`src/rtl/pll_lock_sequencer.sv`:
```
`default_nettype none
// ============================================================================
// Module      : pll_lock_sequencer
// Description : Reset/lock sequencer for the rPLL clock generator. Runs on the
//               PLL reference clock, pulses the PLL RESET pin, watches LOCK,
//               and holds system reset until lock has been stable for a set
//               time. Retries the PLL on lock timeout, re-sequences it on lock
//               loss in service, and keeps a saturating retry count plus a
//               sticky lock-lost flag for debug/LEDs.
// Revision    : 1.0 - initial release
// ============================================================================
module pll_lock_sequencer #(
    parameter int PLL_RST_CYCLES = 16,
    parameter int LOCK_TIMEOUT   = 270000,
    parameter int STABLE_CYCLES  = 2700,
    parameter int RETRY_WIDTH    = 4,
    parameter int SYNC_STAGES    = 2
) (
    input  logic                   clk,
    input  logic                   rst,
    input  logic                   pll_lock,
    input  logic                   clear_flags,
    output logic                   pll_reset,
    output logic                   sys_rst,
    output logic                   ready,
    output logic [1:0]             state,
    output logic [RETRY_WIDTH-1:0] retry_count,
    output logic                   lock_lost
);

    // ------------------------------------------------------------------------
    // Counter sizing: wide enough for the longest phase. Every phase ends on
    // its terminal count (N-1), so the counter never needs to hold N itself.
    // ------------------------------------------------------------------------
    localparam int c_MAX_AB = (PLL_RST_CYCLES > LOCK_TIMEOUT) ? PLL_RST_CYCLES : LOCK_TIMEOUT;
    localparam int c_MAX    = (c_MAX_AB > STABLE_CYCLES) ? c_MAX_AB : STABLE_CYCLES;
    localparam int c_CNT_W  = (c_MAX > 1) ? $clog2(c_MAX) : 1;

    localparam logic [c_CNT_W-1:0] c_RST_LAST = c_CNT_W'(PLL_RST_CYCLES - 1);
    localparam logic [c_CNT_W-1:0] c_TMO_LAST = c_CNT_W'(LOCK_TIMEOUT - 1);
    localparam logic [c_CNT_W-1:0] c_STB_LAST = c_CNT_W'(STABLE_CYCLES - 1);

    localparam logic [RETRY_WIDTH-1:0] c_RETRY_ONE = RETRY_WIDTH'(1);

    // State encoding is visible on the state port, so it is fixed here.
    localparam logic [1:0] c_ST_RESET_PLL = 2'b00;
    localparam logic [1:0] c_ST_WAIT_LOCK = 2'b01;
    localparam logic [1:0] c_ST_STABLE    = 2'b10;
    localparam logic [1:0] c_ST_RUN       = 2'b11;

    // ------------------------------------------------------------------------
    // Signals
    // ------------------------------------------------------------------------
    logic [SYNC_STAGES-1:0] r_sync;
    logic                   w_lock_s;

    logic [1:0]             r_state;
    logic [1:0]             w_state_nxt;
    logic [c_CNT_W-1:0]     r_cnt;
    logic [c_CNT_W-1:0]     w_cnt_nxt;

    logic                   w_retry_inc;
    logic                   w_lost_set;

    logic                   r_pll_reset;
    logic                   r_sys_rst;
    logic                   r_ready;
    logic [RETRY_WIDTH-1:0] r_retry;
    logic                   r_lost;

    // ------------------------------------------------------------------------
    // LOCK is asynchronous to clk; only the last stage is ever looked at.
    // ------------------------------------------------------------------------
    // Shift pll_lock through the synchronizer chain.
    always_ff @(posedge clk) begin
        if (rst) begin
            r_sync <= '0;
        end else begin
            r_sync <= {r_sync[SYNC_STAGES-2:0], pll_lock};
        end
    end

    assign w_lock_s = r_sync[SYNC_STAGES-1];

    // ------------------------------------------------------------------------
    // Sequencer FSM
    // ------------------------------------------------------------------------
    // State and shared phase counter registers.
    always_ff @(posedge clk) begin
        if (rst) begin
            r_state <= c_ST_RESET_PLL;
            r_cnt   <= '0;
        end else begin
            r_state <= w_state_nxt;
            r_cnt   <= w_cnt_nxt;
        end
    end

    // Next-state, counter and flag-event decode. Any transition reloads the
    // counter to zero so each phase is timed from its own entry.
    always_comb begin
        w_state_nxt = r_state;
        w_cnt_nxt   = r_cnt + 1'b1;
        w_retry_inc = 1'b0;
        w_lost_set  = 1'b0;
        case (r_state)
            c_ST_RESET_PLL: begin
                // LOCK is meaningless while the PLL is held in reset.
                if (r_cnt == c_RST_LAST) begin
                    w_state_nxt = c_ST_WAIT_LOCK;
                    w_cnt_nxt   = '0;
                end
            end
            c_ST_WAIT_LOCK: begin
                // Lock takes priority over a timeout landing on the same cycle.
                if (w_lock_s) begin
                    w_state_nxt = c_ST_STABLE;
                    w_cnt_nxt   = '0;
                end else if (r_cnt == c_TMO_LAST) begin
                    w_state_nxt = c_ST_RESET_PLL;
                    w_cnt_nxt   = '0;
                    w_retry_inc = 1'b1;
                end
            end
            c_ST_STABLE: begin
                // A glitch in lock sends us back to waiting, without a retry.
                if (!w_lock_s) begin
                    w_state_nxt = c_ST_WAIT_LOCK;
                    w_cnt_nxt   = '0;
                end else if (r_cnt == c_STB_LAST) begin
                    w_state_nxt = c_ST_RUN;
                    w_cnt_nxt   = '0;
                end
            end
            c_ST_RUN: begin
                // Counter parks at zero in service so it can never overflow.
                w_cnt_nxt = '0;
                if (!w_lock_s) begin
                    w_state_nxt = c_ST_RESET_PLL;
                    w_retry_inc = 1'b1;
                    w_lost_set  = 1'b1;
                end
            end
            default: begin
                w_state_nxt = c_ST_RESET_PLL;
                w_cnt_nxt   = '0;
            end
        endcase
    end

    // ------------------------------------------------------------------------
    // Outputs are registered from the next state so they change on the same
    // edge as the state register and can never disagree with it.
    // ------------------------------------------------------------------------
    // Registered control outputs decoded from the next state.
    always_ff @(posedge clk) begin
        if (rst) begin
            r_pll_reset <= 1'b1;
            r_sys_rst   <= 1'b1;
            r_ready     <= 1'b0;
        end else begin
            r_pll_reset <= (w_state_nxt == c_ST_RESET_PLL);
            r_sys_rst   <= (w_state_nxt != c_ST_RUN);
            r_ready     <= (w_state_nxt == c_ST_RUN);
        end
    end

    // ------------------------------------------------------------------------
    // Debug flags. A coincident event beats clear_flags so an event landing on
    // the clear cycle is never lost.
    // ------------------------------------------------------------------------
    // Saturating retry counter.
    always_ff @(posedge clk) begin
        if (rst) begin
            r_retry <= '0;
        end else if (w_retry_inc) begin
            if (clear_flags) begin
                r_retry <= c_RETRY_ONE;
            end else if (!(&r_retry)) begin
                r_retry <= r_retry + c_RETRY_ONE;
            end
        end else if (clear_flags) begin
            r_retry <= '0;
        end
    end

    // Sticky lock-lost flag.
    always_ff @(posedge clk) begin
        if (rst) begin
            r_lost <= 1'b0;
        end else if (w_lost_set) begin
            r_lost <= 1'b1;
        end else if (clear_flags) begin
            r_lost <= 1'b0;
        end
    end

    assign pll_reset   = r_pll_reset;
    assign sys_rst     = r_sys_rst;
    assign ready       = r_ready;
    assign state       = r_state;
    assign retry_count = r_retry;
    assign lock_lost   = r_lost;

endmodule
`default_nettype wire

```
`config.mk`:
```
export PLATFORM = sky130hd
export DESIGN_NAME = pll_lock_sequencer
export DESIGN_NICKNAME = d
export VERILOG_FILES = /design/src/rtl/pll_lock_sequencer.sv
export SDC_FILE = /design/constraint.sdc
export NUM_CORES = 1
export LEC_CHECK = 0
export ABC_CLOCK_PERIOD_IN_PS = 6000
export CAP_MARGIN = 30
export CORE_UTILIZATION = 40
export DETAILED_ROUTE_END_ITERATION = 6
export PLACE_DENSITY_LB_ADDON = 0.1
export SLEW_MARGIN = 20
export SYNTH_ARGS = -nofsm -noshare
export SYNTH_HDL_FRONTEND = slang
export SYNTH_SLANG_ARGS = --single-unit
```
`constraint.sdc`:
```
create_clock -name clk -period 6 [get_ports clk]
set_input_delay 1.2 -clock clk [delete_from_list [all_inputs] [get_ports clk]]
set_output_delay 1.2 -clock clk [all_outputs]
set_load 0.005 [all_outputs]
```
==> impl_summary.log <==
INFO  metric number_of_clock_buffers_inserted_by_tritoncts = 5
INFO  metric worstSkewPairLatency = 0.32 ns
INFO  metric yosysWarningCount = 0
INFO  metric overflow = 0
INFO  metric cts.root.buffer_cell = clkbuf_4
INFO  metric synth.yosys.seq_area_share = 0.434
INFO  metric yosys-top-cells-area = dfxtp_1 43%, xor2_1 5.5%, nor2_1 5.2%
INFO  metric post_synth_and_or_nand_nor_area_fraction = 0.318
INFO  metric finalWirelength = 2740 um
INFO  metric routed-wl-met2 = 1260 um
INFO  metric setup.worst_path.class = in -> reg
INFO  metric place_area = 0.00160 mm^2
INFO  metric xor_xnor_portion_of_the_synthesized_cell_area = 0.104
INFO  metric maxCapViolations = 0
INFO  metric synthesis.instances = 160
INFO  metric max-slew-margin-rel = 0.307
INFO  metric clkTransAtPathRegs = 0.09 ns
INFO  metric ctsHtreeMaxLevel = 2
INFO  metric stdcell_area = 0.00165 mm^2
INFO  metric worstSetupStartpointType = primary input
INFO  metric switchingPower = 0.0000780 W
INFO  metric worstPathArrival = 3.17 ns
INFO  metric mappedNetlistNets = 166
INFO  metric ctsResizeCount = 0
INFO  metric syn_area = 0.00143 mm^2
INFO  metric yosysTopAreaCell = dfxtp_1
INFO  metric yosysMostFrequentCell = dfxtp_1
INFO  metric max_freq = 0.334 GHz
INFO  metric critPathRequiredTime = 6.18 ns
INFO  metric finalWeightedCongestion = 0.771
INFO  metric total_power_divided_by_cell_area = 204 mW/mm^2
INFO  metric post-route-drc-count = 0
INFO  metric cellInternalPower = 0.000258 W
INFO  metric status = finished, final reports clean
INFO  metric floorplan.io_pins = 14
INFO  metric asyncSetResetFlopFracSynth = 0
INFO  metric pwr-share-seq = 0.624
INFO  metric sinks_on_clock_net = 31
INFO  metric min_period = 2.99 ns
INFO  metric synth_ff_type = dfxtp_1
INFO  metric multiplexer_share_of_the_synthesized_area = 0
INFO  metric switching_part_of_the_total = 0.232
INFO  metric m1WireLength = 1360 um
INFO  metric rrSetupSlack = 3.40 ns
INFO  metric combinationalPowerShare = 0.033
INFO  metric design_power_total = 0.000336 W
INFO  metric finish.net_count = 182
INFO  metric start_util = 0.422
INFO  metric ffs_latches_synth = 31
INFO  metric synth_fa_ha_area_frac = 0.0175
INFO  metric distinct_cells_synth = 33
INFO  metric ant_nets = 0
INFO  metric syn-mean-instance-area = 8.94 um^2
INFO  metric post-cts-setup-buffers = 0
INFO  metric dr.first_iter.drc_count = 44
INFO  metric synth_top_cell_area_share = 0.434
INFO  metric die_area = 0.00382 mm^2
INFO  metric min-delay-start = r_sync[0]
INFO  metric p_clk_frac = 0.343
INFO  metric fp.dieH = 61.8 um
INFO  metric synth_common_cells = 31 x dfxtp_1, 20 x nor2_1, 17 x nand2_1, 10 x nor2_2, 9 x xor2_1
INFO  metric tritoncts = done
INFO  metric viasPerCell = 5.03
INFO  metric grt_start_max_net_pins = 20
INFO  metric ctsLongestPathBuffers = 2
INFO  metric final.setup.worst_slack = 3.01 ns
INFO  metric report.final.setup_viol = 0
INFO  metric hpwlAfterDp = 2000 um
INFO  metric row_count = 21
INFO  metric antenna-diode-count = 0
INFO  metric critical_path.max_fanout = 19
INFO  metric grt_setup_unrepaired = no
INFO  metric post_cts_hold_buffer_count = 0
INFO  metric endpoint_kind = flip-flop
INFO  metric worst_setup_path_startpoint = rst
INFO  metric number_of_max_slew_violations_in_the_final_report = 0
INFO  metric first_global_vias = 994
INFO  metric fin_tns_setup = 0 ns
INFO  metric worst_setup_skew_after_layout = 0.00353 ns
INFO  metric synth_compound_area_frac = 0.105
INFO  metric finalNonFillerCells = 223
INFO  metric crit-reg2reg-launch = r_cnt[0]
INFO  metric avgRoutedWirePerCell = 12.3 um
INFO  metric dominant_combinational_cell_family_by_area_after_synthesis = simple AND/OR/NAND/NOR gates
INFO  metric grt_antenna_before_repair = 0
INFO  metric die-width = 61.8 um
INFO  metric buffer_ports.inserted = 13
INFO  metric min_path_type = reg -> reg
INFO  metric synth_edf_count = 0
INFO  metric storage_cell_area = 621 um^2
INFO  metric dp.cells = 215
INFO  metric fraction_of_final_layout_cells_sized_beyond_drive_strength_1 = 0.119
INFO  metric grt_util_all_layers = 0.164
INFO  metric ir_drop = 0.000106 V
INFO  metric multiInputGateArea = 779 um^2
INFO  metric fillCellCount = 343
INFO  metric tightest_slew = 1.04 ns
INFO  metric fin_crit_sh = 0.499
INFO  metric highest_layer = met4
INFO  metric syn2layout_area_growth = 15.0%
INFO  metric vias = 1,122
INFO  metric final_number_of_hold_violating_endpoints = 0
INFO  metric drtPass1Iterations = 4
INFO  metric place_worst_setup_slack = 2.62 ns
INFO  metric placeableCoreArea = 0.00339 mm^2
INFO  metric static_leakage = 0.552 nW
INFO  metric routed-wl-met3 = 76 um
INFO  metric grt_pass1_wl = 4470 um
## registers in the layout, indices dropped and copies added, names as in the netlist
signal,cells
retry_count,4
sys_rst,1
lock_lost,1
ready,1
pll_reset,1
r_cnt,19
state,2
r_sync,2
## path summary, 6_finish.rpt
| path | endpoint | cells past startpoint |
|---|---|---|
| setup / recovery | r_cnt[2] | 4 |
| hold / removal | r_sync[1] | 1 |
| setup reg to reg | r_cnt[2] | 6 |
| hold reg to reg | r_sync[1] | 1 |
## layout make-up
cell class,count,area share
clock buffer,7,0.0274
multi-input combinational,123,0.474
sequential,31,0.377
tap,46,0.0350
clock inverter,1,0.00304
timing repair buffer,13,0.0791
inverter,2,0.00456
## placed cells by master, fill, tap and decap left out
cell type,netlist,routed
clkbuf_4,0,5
or4_4,2,2
clkdlybuf4s50_1,0,13
nor3b_1,2,2
nand4_1,5,5
nor3_4,1,1
a211oi_2,1,1
nor2b_1,6,6
nand4b_1,1,1
nor3_1,4,4
xor2_1,9,9
o21ai_0,4,4
a211oi_1,1,1
clkbuf_1,3,2
and3_1,3,3
a31oi_1,2,2
nand3_1,8,8
dfxtp_1,31,31
nor2_1,20,20
a21o_1,1,1
a2111oi_0,3,3
nand2b_1,1,1
o211ai_1,1,1
and4_1,2,2
a21oi_1,4,4
nor2_2,10,10
nand2_1,17,17
ha_1,2,2
nor4_1,2,2
or4_1,1,1
clkinv_2,0,1
xnor2_1,8,8
inv_1,2,2
a221oi_4,1,1
o211a_1,1,1
## layer usage
metal,up-vias,GRT usage
met5,-,0
met3,5,0.0497
met1,512,0.212
met4,0,0.0667
li1,591,-
met2,14,0.255
## power by group through the flow
stage               combinational, W  clock, W  sequential (W)
floorplan                 0.00000786         0        0.000214
global placement           0.0000107         0        0.000215
detailed placement         0.0000113         0        0.000215
CTS                        0.0000114  0.000120        0.000210
global route               0.0000121  0.000130        0.000211
finish                     0.0000111  0.000115        0.000210
## critical path, stage by stage
cell,delay (ns)
clkdlybuf4s50_1,0.72
inv_1,0.17
a221oi_4,0.94
nor2_1,0.12
## stage by stage
| step | hold slack [ns] | util |
|---|---|---|
| finish | 0.443 | 0.485 |
| global route | 0.475 | 0.485 |
| CTS | 0.446 | 0.485 |
| global placement | 0.433 | 0.471 |
| floorplan | 0.414 | - |
| detailed placement | 0.424 | 0.471 |
## cells by family after synthesis
family,count (synthesis)
compound gates,19
buf+inv,6
fa+ha+maj,2
flops,31
simple gates,85
xor+xnor,17
No activity file was read; power rests on OpenSTA's default activity.
==> patch 1, RTL diff (same settings) <==
Change the parameter `LOCK_TIMEOUT` from 270000 to 67500.
--- a/src/rtl/pll_lock_sequencer.sv
+++ b/src/rtl/pll_lock_sequencer.sv
@@ -11,7 +11,7 @@
 // ============================================================================
 module pll_lock_sequencer #(
     parameter int PLL_RST_CYCLES = 16,
-    parameter int LOCK_TIMEOUT   = 270000,
+    parameter int LOCK_TIMEOUT   = 67500,
     parameter int STABLE_CYCLES  = 2700,
     parameter int RETRY_WIDTH    = 4,
     parameter int SYNC_STAGES    = 2
Check against the original RTL: same outputs for any inputs over 10 cycles, from zero or initial values and one cycle with rst high; that may be too few to reach the edited logic, so the function may still have changed.
==> patch 1 against the unedited design <==
  * Sequential cell count shrank 2
  * Design area shrank 5.7%
  * Setup slack gained 0.14 ns
  * Critical path depth is 1 higher
  * Area after synthesis fell by 6.2%
  * Worst hold slack better by 0.0019 ns
  * Cell count is 5.4% lower
  * Wire length shrank 11%
  * Non-clock buffer count stayed put
  * Register-to-register slack improved by 0.09 ns
  * Total power is 5.4% lower
  * Via count shrank 4.6%
  * Critical endpoint is now r_cnt[5]$_SDFF_PP0_
  * Largest power group unchanged
==> patch 1: results (changes against the unedited design) <==
| Metric | Value |
|---|---|
| Crit Path Max Fanout | `15 (-4)` |
| Status | `finished clean` |
| DR pass1 iterations | `4 (unchanged)` |
| Clock buffer depth | `2 (unchanged)` |
| Seq/Total Area, Yosys | `0.433 (-0.00111)` |
| Top reg by flops | `r_cnt` |
| Syn Nets | `156 (-6.0%)` |
| Nets | `172 (-5.5%)` |
| Synth Flop Type | `dfxtp_1` |
| Num CTS Buffers | `5 (unchanged)` |
| Async SR Flop Fraction | `0 (unchanged)` |
| Worst Hold Class | `register to register` |
| GR Util All Layers | `0.159 (-0.00505)` |
| First-pass GRT wire length | `4160 um (-7.0%)` |
| Antenna violations before repair | `0 (unchanged)` |
| Clock skew | `0.00870 ns (+0.00517 ns)` |
| P_leak | `0.504 nW (-8.7%)` |
| WL per Instance | `11.5 um (-6.2%)` |
| Largest net degree at the start of global routing | `16 (-20%)` |
| Gp weighted congestion | `0.714 (-7.4%)` |
| Setup Buffers After CTS | `0 (unchanged)` |
| Max FFs per register | `17 (-2)` |
| Share of layout cells above drive strength 1 | `0.0958 (-0.0228)` |
| Critical path arrival | `3.03 ns (-0.14 ns)` |
| Post-place instance area | `1500 um2 (-6.0%)` |
| H-tree levels | `2 (unchanged)` |
| Synth cell types | `41 (+24%)` |
| Post-synth top cells | `dfxtp_1 (29), nor2_1 (26), nand2_1 (11)` |
| Slew headroom | `0.399 (+0.0923)` |
| Skew-Pair Late Insertion Delay | `0.33 ns` |
| N_diodes | `0 (unchanged)` |
| Post-CTS Resized | `0 (unchanged)` |
| Clock root buffer | `clkbuf_4` |
| Int Pwr | `0.000244 W (-5.5%)` |
| DRC Markers | `0 (unchanged)` |
| Ranking of synthesized cells by area | `dfxtp_1 (43%), nor2_1 (7.3%), xnor2_1 (6.5%)` |
| Yosys Warn Count | `0 (unchanged)` |
| Via count of the first global-routing pass | `949 (-4.5%)` |
| Drt first-iter violations | `33 (-25%)` |
| I/O Buffers | `13 (unchanged)` |
| Maximum VDD drop | `0.107 mV (+1.7%)` |
| Hpwl dp | `1770 um (-11%)` |
| Via count | `1070 (-4.6%)` |
| Worst-path clk slew | `0.09 ns (about the same)` |
[patch 1: worst max-delay path, stage by stage]
cell and delay [ns]:
clkdlybuf4s50_1 0.71, or2_2 0.20, nor3_1 0.05, nor3_2 0.75, nor2_1 0.11
[patch 1: per-layer routing]
metal / GRT usage / vias to the layer above / routed length [um]
li1: - / 560 / -
met1: 0.198 / 485 / 1160
met2: 0.249 / 19 / 1140
met3: 0.0390 / 6 / 95
met4: 0.0897 / 0 / 43
met5: 0 / - / 0
[patch 1: area by class of cell]
class	instances	area, um2
inverter	4	15.0
clock buffer	6	41.3
fill	303	1580
multi-input combinational	113	719
clock inverter	2	10.0
timing repair buffer	13	130
tap	44	55.1
sequential	29	581
[patch 1: cell families after synthesis]
group                    Yosys count  share of synthesized area
AND/OR/NAND/NOR                   79                      0.326
XOR/XNOR                          14                     0.0914
buffers and inverters              8                     0.0308
AO/OA/AOI/OAI                     18                      0.101
flip-flops                        29                      0.433
adder cells (fa/ha/maj)            2                     0.0187
[patch 1: final timing paths]
kind                             start                   end  slack [ns]  cells past startpoint
setup / recovery                   rst   r_cnt[5]$_SDFF_PP0_        3.15                      5
hold / removal    r_sync[0]$_SDFF_PP0_  r_sync[1]$_SDFF_PP0_        0.44                      1
setup reg to reg   r_cnt[2]$_SDFF_PP0_   r_cnt[5]$_SDFF_PP0_        3.49                      5
hold reg to reg   r_sync[0]$_SDFF_PP0_  r_sync[1]$_SDFF_PP0_        0.44                      1
[patch 1: stage by stage]
step                      utilization  setup slack [ns]  cells
final                           0.496              3.15    211
after global placement          0.480              2.82    203
after CTS                       0.496              3.11    211
after floorplan                     -              3.81    150
after detailed placement        0.480              2.76    203
after global routing            0.496              2.94    211
[patch 1: power groups by stage]
stage	sequential, W	clock [W]	combinational [W]
detailed placement	0.000202	0	0.0000107
finish	0.000197	0.000111	0.0000106
CTS	0.000197	0.000117	0.0000108
global placement	0.000202	0	0.0000107
floorplan	0.000200	0	0.00000879
global route	0.000198	0.000125	0.0000118
==> patch 2, RTL diff (same flow settings) <==
Without the edit above. Reset style: asynchronous (`rst`), changed in 5 clocked blocks.
--- a/src/rtl/pll_lock_sequencer.sv
+++ b/src/rtl/pll_lock_sequencer.sv
@@ -72,7 +72,7 @@
     // LOCK is asynchronous to clk; only the last stage is ever looked at.
     // ------------------------------------------------------------------------
     // Shift pll_lock through the synchronizer chain.
-    always_ff @(posedge clk) begin
+    always_ff @(posedge clk or posedge rst) begin
         if (rst) begin
             r_sync <= '0;
         end else begin
@@ -86,7 +86,7 @@
     // Sequencer FSM
     // ------------------------------------------------------------------------
     // State and shared phase counter registers.
-    always_ff @(posedge clk) begin
+    always_ff @(posedge clk or posedge rst) begin
         if (rst) begin
             r_state <= c_ST_RESET_PLL;
             r_cnt   <= '0;
@@ -153,7 +153,7 @@
     // edge as the state register and can never disagree with it.
     // ------------------------------------------------------------------------
     // Registered control outputs decoded from the next state.
-    always_ff @(posedge clk) begin
+    always_ff @(posedge clk or posedge rst) begin
         if (rst) begin
             r_pll_reset <= 1'b1;
             r_sys_rst   <= 1'b1;
@@ -170,7 +170,7 @@
     // the clear cycle is never lost.
     // ------------------------------------------------------------------------
     // Saturating retry counter.
-    always_ff @(posedge clk) begin
+    always_ff @(posedge clk or posedge rst) begin
         if (rst) begin
             r_retry <= '0;
         end else if (w_retry_inc) begin
@@ -185,7 +185,7 @@
     end
 
     // Sticky lock-lost flag.
-    always_ff @(posedge clk) begin
+    always_ff @(posedge clk or posedge rst) begin
         if (rst) begin
             r_lost <= 1'b0;
         end else if (w_lost_set) begin
Check against the original RTL: same outputs for any inputs over 10 cycles, from zero or initial values and one cycle with rst high; that may be too few to reach the edited logic, so the function may still have changed.
==> patch 2 against the unedited design <==
  * Register-to-register slack better by 0.27 ns
  * Critical path type is now register to output pin
  * Wire length up 11%
  * Area after synthesis up 9.9%
  * Die area up 9.6%
  * Largest cell class is now sequential cells
  * Sequential cell count unchanged
  * Critical path depth down 3
  * Design area up 11%
  * Setup slack better by 0.44 ns
Power is not compared: it rests on default switching activity, and its combinational part moved more than twofold at a synthesized area within 25%.
==> patch 2: results (changes against the unedited design) <==
| Metric | Value |
|---|---|
| Clock root buffer | `clkbuf_8` |
| Total sequential power | `0.000259 W` |
| Layout Cells excl Fill | `215 (-3.6%)` |
| First-pass GRT wire length | `5520 um (+23%)` |
| Maximum VDD drop | `0.213 mV` |
| Met2 WL | `1370 um (+8.7%)` |
| Nets | `172 (-5.5%)` |
| Post-place instance area | `1740 um2 (+8.9%)` |
| Worst path max stage delay | `0.57 ns (-0.37 ns)` |
| Gate power share | `0.252` |
| Routing usage on met1 | `0.242 (+0.0307)` |
| Top layer reached by signal wires | `met4` |
| Post-Route WL | `3030 um (+11%)` |
| Clock skew | `0.00408 ns (+0.000549 ns)` |
| Via count of the first global-routing pass | `1144 (+15%)` |
| Switching power share of the total | `0.330` |
| Largest net degree at the start of global routing | `32 (+60%)` |
| Worst hold path startpoint | `r_sync[0]$_DFF_PP0_` |
| CP Launch Point | `state[1]$_DFF_PP0_` |
| H-tree levels | `2 (unchanged)` |
| Met2 Usage GRT | `0.266 (+0.0108)` |
| N_diodes | `0 (unchanged)` |
| Actual slew at the worst max-slew pin | `0.664 ns (-0.376 ns)` |
| I/O Buffers | `13 (unchanged)` |
| DP Worst Slack | `3.64 ns (+1.02 ns)` |
| Hpwl dp | `2140 um (+6.8%)` |
| Avg Cell Area, Syn | `10.5 um2 (+18%)` |
| Gp weighted congestion | `0.785 (+1.9%)` |
| Metal1 wirelength | `1520 um (+12%)` |
| Reg2Reg Depth | `5 (-1)` |
| Drt first-iter violations | `51 (+16%)` |
| Critical path arrival | `1.35 ns (-1.82 ns)` |
| Share of layout cells above drive strength 1 | `0.144 (+0.0251)` |
| DR pass1 iterations | `4 (unchanged)` |
| Seq/Total Area, Yosys | `0.495 (+0.0613)` |
| DP Cell Count | `207 (-3.7%)` |
| Synth Flop Type | `dfrtp_1` |
| Reg2Reg Launch Point | `r_cnt[14]$_DFF_PP0_` |
| Async SR Flop Fraction | `1.00 (+1.00)` |
| Setup Buffers After CTS | `0 (unchanged)` |
| Worst-path clk slew | `0.06 ns (-0.03 ns)` |
| Wire length on met3 | `119 um (+57%)` |
| CP top delay family | `buffers and inverters` |
| Skew-Pair Late Insertion Delay | `0.28 ns (-0.04 ns)` |
| Slowest CP cell | `clkdlybuf4s50_1` |
| GR Util All Layers | `0.175 (+0.0108)` |
| Syn Nets | `155 (-6.6%)` |
| Ranking of synthesized cells by area | `dfrtp_1 (46%), xor2_1 (7.2%), nor2_1 (5.5%)` |
| Synth cell types | `41 (+24%)` |
| Crit Path Max Fanout | `8 (-11)` |
| Hold Path Stages | `0 (-1)` |
| Status | `finished clean` |
| Post-CTS Resized | `0 (unchanged)` |
| GR Util met3 | `0.0370 (-0.0127)` |
| Post-synth top cells | `dfrtp_1 (29), nor2_1 (23), xor2_1 (13)` |
| Via count | `1120 (-0.18%)` |
## patch 2: cell type report
class / count / area (um2)
fill: 355 / 1890
sequential: 31 / 778
multi-input combinational: 110 / 747
timing repair buffer: 14 / 138
clock buffer: 5 / 68.8
tap: 48 / 60.1
clock inverter: 3 / 15.0
inverter: 4 / 15.0
## patch 2: path summary, 6_finish.rpt
check,to,slack [ns]
setup / recovery,state[1],3.45
hold / removal,r_sync[1]$_DFF_PP0_,0.35
setup reg to reg,r_cnt[5]$_DFF_PP0_,3.67
hold reg to reg,r_sync[1]$_DFF_PP0_,0.35
max in group asynchronous,sys_rst$_DFF_PP1_,4.38
min in group asynchronous,lock_lost$_DFFE_PP0P_,1.30
## patch 2: kinds of logic after synthesis
| kind of cell | synth area share |
|---|---|
| adders and majority gates | 0.0159 |
| and+or+nand+nor | 0.263 |
| buffers and inverters | 0.0294 |
| DFF | 0.495 |
| AOI/OAI and AO/OA | 0.102 |
| xor gates and xnor gates | 0.0947 |
